[src/rtl/seq_hit_logger.sv]
// Timestamps rising edges of the 11011 detector output and queues the stamps
// in a show-ahead FIFO, with a saturating hit counter and sticky overflow flag.
module seq_hit_logger #(
  parameter int TS_W  = 16,
  parameter int DEPTH = 8,
  parameter int CNT_W = 8
) (
  input  logic                     clk,
  input  logic                     rst,
  input  logic                     en,
  input  logic                     clr,
  input  logic                     det_in,
  output logic [TS_W-1:0]          ts_data,
  output logic                     ts_valid,
  input  logic                     ts_ready,
  output logic [$clog2(DEPTH):0]   fifo_level,
  output logic [CNT_W-1:0]         hit_count,
  output logic                     overflow
);

  localparam int AW = $clog2(DEPTH);

  logic [TS_W-1:0] ts_cnt;
  logic            det_q;
  logic [AW:0]     wr_ptr;
  logic [AW:0]     rd_ptr;
  logic [TS_W-1:0] mem [DEPTH];

  logic hit;
  logic empty;
  logic full;
  logic pop;
  logic push;

  function automatic logic [CNT_W-1:0] sat_inc(input logic [CNT_W-1:0] v);
    return (&v) ? v : v + CNT_W'(1);
  endfunction

  // A pop in the same cycle frees the slot, so a push into a full FIFO still lands.
  assign hit      = det_in & ~det_q & en & ~clr;
  assign empty    = (wr_ptr == rd_ptr);
  assign full     = (wr_ptr[AW] != rd_ptr[AW]) && (wr_ptr[AW-1:0] == rd_ptr[AW-1:0]);
  assign pop      = ~empty & ts_ready & ~clr;
  assign push     = hit & (~full | pop);

  assign ts_valid   = ~empty;
  assign fifo_level = wr_ptr - rd_ptr;
  assign ts_data    = empty ? '0 : mem[rd_ptr[AW-1:0]];

  // Capture stage: edge detect, counters and pointers
  always_ff @(posedge clk or negedge rst) begin
    if (!rst) begin
      ts_cnt    <= '0;
      det_q     <= 1'b0;
      wr_ptr    <= '0;
      rd_ptr    <= '0;
      hit_count <= '0;
      overflow  <= 1'b0;
    end else begin
      det_q <= det_in;
      if (clr) begin
        ts_cnt    <= '0;
        wr_ptr    <= '0;
        rd_ptr    <= '0;
        hit_count <= '0;
        overflow  <= 1'b0;
      end else begin
        if (en)   ts_cnt <= ts_cnt + TS_W'(1);
        if (push) wr_ptr <= wr_ptr + (AW+1)'(1);
        if (pop)  rd_ptr <= rd_ptr + (AW+1)'(1);
        if (hit) begin
          hit_count <= sat_inc(hit_count);
          if (full && !pop) overflow <= 1'b1;
        end
      end
    end
  end

  // Storage stage: stamp written at the tail, read combinationally at the head
  always_ff @(posedge clk) begin
    if (push) mem[wr_ptr[AW-1:0]] <= ts_cnt;
  end

endmodule

[config.mk]
export PLATFORM = sky130hd
export DESIGN_NAME = seq_hit_logger
export DESIGN_NICKNAME = d
export VERILOG_FILES = /design/src/rtl/seq_hit_logger.sv
export SDC_FILE = /design/constraint.sdc
export NUM_CORES = 1
export LEC_CHECK = 0
export CAP_MARGIN = 20
export CORE_MARGIN = 2
export CORE_UTILIZATION = 39
export DETAILED_ROUTE_END_ITERATION = 10
export PLACE_DENSITY = 0.67
export SYNTH_ARGS = -nofsm -noshare
export SYNTH_HDL_FRONTEND = slang
export SYNTH_SLANG_ARGS = --single-unit
[constraint.sdc]
create_clock -name clk -period 4.4 [get_ports clk]
set_clock_uncertainty 0.05 [all_clocks]
set_input_delay 0.88 -clock clk [delete_from_list [all_inputs] [get_ports clk]]
set_output_delay 0.88 -clock clk [all_outputs]
set_load 0.01 [all_outputs]
==> impl_metrics.py <==
metrics = {
    "drt": {
        "route.vias.total": 3636,
        "vias_per_cell": 5.37,
        "drtIter0Drc": 304,
        "drt_pass1_iterations": 5,
        "routed_wl_um": 12800,
        "drc": 0,
        "route.detailed.wl_per_inst_um": 18.9,
        "ant_nets": 0,
    },
    "placement": {
        "placed_area_sq_um": 7350,
        "port_buffers": 35,
        "post-dp-hpwl_um": 7930,
        "gp_congestion": 0.874,
    },
    "clock_tree": {
        "root_buffer": "clkbuf_16",
        "cts_hold_buffers": 0,
        "cts.path.max_buffers": 2,
        "postCtsSetupBuffers": 0,
        "cts_buffers": 17,
        "insertion_delay_ps": 410,
        "cts.repair.resized": 0,
        "cts.sinks": 162,
        "path_clk_slew_ps": 60,
        "cts_max_level": 4,
        "cts_tree": "yes",
    },
    "timing": {
        "finalHoldViolCount": 0,
        "finalSetupViolCount": 0,
        "hold_ws_ps": 507,
        "fin_tns_setup_ps": 0,
        "fmax_mhz": 239,
        "slew_viol_final": 0,
        "max_slew_margin": 0.394,
        "worst_pin_slew_ps": 909,
        "rsz0062_at_grt": "false",
        "period_needed_ps": 4180,
        "period_share": 0.951,
    },
    "grt": {
        "antenna_found_initial": 0,
        "grt-ovfl-total": 0,
        "track_usage": 0.151,
        "grt_pass1_vias": 3707,
        "grt_pass1_wl_um": 20400,
        "grt_max_degree": 37,
    },
    "logic_synthesis": {
        "yosysTopAreaCell": "edfxtp_1",
        "synthCells": 397,
        "syn_avg_cell_area_sq_um": 16.9,
        "synth-main-ff-cell": "edfxtp_1",
        "synth.area.top_cells": "edfxtp_1, dfrtp_1, mux4_2",
        "synth_top_area_share": 0.574,
        "ys_warn_count": 0,
        "synth-seq-cells": 162,
        "synth_top_cells_by_count": "edfxtp_1, dfrtp_1, nor2_1",
        "async_flop_share": 0.210,
        "synth.distinct_cells": 44,
        "yosysSeqAreaShare": 0.701,
        "synth.net_count": 411,
        "synth_xor_area_frac": 0.0248,
        "yosysMostFrequentCell": "edfxtp_1",
        "synth_fa_ha_area_frac": 0.0161,
        "netlist_area_sq_um": 6700,
        "synth_edf_count": 128,
        "synth_top_family_by_area": "multiplexers",
        "muxShareOfSynthArea": 0.116,
        "yosys.area_share.simple": 0.0777,
        "synth_compound_area_frac": 0.0465,
    },
    "final_layout": {
        "seqCellArea_sq_um": 4700,
        "n_antenna_cell": 0,
        "drive_above_1_share": 0.168,
        "nets": 461,
        "multi_input_area_sq_um": 1890,
        "fin_area_sq_um": 7860,
        "syn_to_final_growth_pct": 17.3,
        "filler_cell_count": 1424,
    },
    "floorplan": {
        "start_util": 0.401,
        "core_sq_um": 16700,
        "die_h_um": 135,
        "die_w_um": 135,
        "fp-row-count": 47,
        "dieArea_sq_um": 18200,
        "ios": 36,
    },
    "power": {
        "irDropWorstVdd_mv": 0.223,
        "p_leak_nw": 2.56,
        "powerDensity_nw_per_um2": 405,
        "total_power_w": 0.00318,
    },
    "setup_path": {
        "cp-start-kind": "flip-flop",
        "path_class": "reg -> out",
        "required_ps": 3470,
        "worst_setup_path_end_kind": "output pin",
        "crit_path_top_delay_cell": "nor2_2",
        "crit_chain": "inv_1, ha_1, nand3_1, nor2_1, nor2_2, a22o_1, clkdlybuf4s50_1",
        "cp_max_fo": 16,
        "critPathTopFamily": "simple AND/OR/NAND/NOR gates",
        "cp_num_buf_inv": 2,
        "slowest_delay_ps": 710,
        "worstPathArrival_ps": 3250,
    },
    "run": {
        "cap_violations": 0,
    },
    "outcome": {
        "outcome": "complete, no violations",
    },
    "hold_path": {
        "hold_class": "reg -> reg",
    },
}
[tightest hold or removal path: stages (launching register included)]
cell	delay [ps]
dfrtp_1	370
a21oi_1	50
nor2_1	90
[report_power, final]
part | internal [W] | switching [W]
Clock | 0.000759 | 0.000528
Sequential | 0.00165 | 0.0000110
Combinational | 0.000109 | 0.000126
[path summary, 6_finish.rpt]
| path | slack, ps | end | depth (start not counted) | from |
|---|---|---|---|---|
| max | 220 | ts_data[13] | 7 | wr_ptr[0] |
| min | 510 | overflow | 2 | overflow |
| max reg2reg | 1970 | mem[5][13] | 7 | wr_ptr[0] |
| min reg2reg | 510 | overflow | 2 | overflow |
| max in group asynchronous | 2650 | rd_ptr[0] | 2 | rst |
| min in group asynchronous | 880 | ts_cnt[13] | 1 | rst |
[placed cells by master, fill, tap and decap left out, drive strengths merged, types with 8 or more instances in the layout]
cell type / synthesis / routed
nor2: 36 / 36
nor3: 12 / 12
inv: 12 / 12
nand3: 8 / 8
clkdlybuf4s50: 0 / 35
dfrtp: 34 / 34
buf: 11 / 12
nand2: 13 / 13
clkbuf: 5 / 21
mux4: 32 / 32
xnor2: 13 / 13
edfxtp: 128 / 128
nand4: 10 / 10
a22o: 16 / 16
[cell families after synthesis]
family | Yosys count
buf+inv | 28
simple gates | 102
fa+ha+maj | 8
compound gates | 41
xor+xnor | 19
mux | 37
flops | 162
[flip-flops by register name, indices dropped and copies added (netlist names)]
signal / flops
det_q: 1
hit_count: 8
mem: 128
overflow: 1
rd_ptr: 4
ts_cnt: 16
wr_ptr: 4
[area by class of cell]
cell class / count / share of cell area
tap: 220 / 0.0350
multi-input combinational: 207 / 0.241
inverter: 12 / 0.00573
clock inverter: 8 / 0.00844
clock buffer: 21 / 0.0561
timing repair buffer: 47 / 0.0561
sequential: 162 / 0.598
[metrics by stage]
stage | std cells | utilization | worst slack, ps
after floorplan | 397 | - | 1040
after global placement | 648 | 0.440 | 788
after detailed placement | 648 | 0.440 | 617
after CTS | 677 | 0.470 | 132
after global routing | 677 | 0.470 | 11.8
final | 677 | 0.470 | 218
[per-layer routing]
metal	vias to the layer above	wire length, um	GRT usage
met2	96	6270	0.241
met1	1871	5640	0.198
met3	17	622	0.0454
li1	1652	-	-
met4	0	260	0.0532
met5	-	0	0
Power figures use the tool's default switching activity.
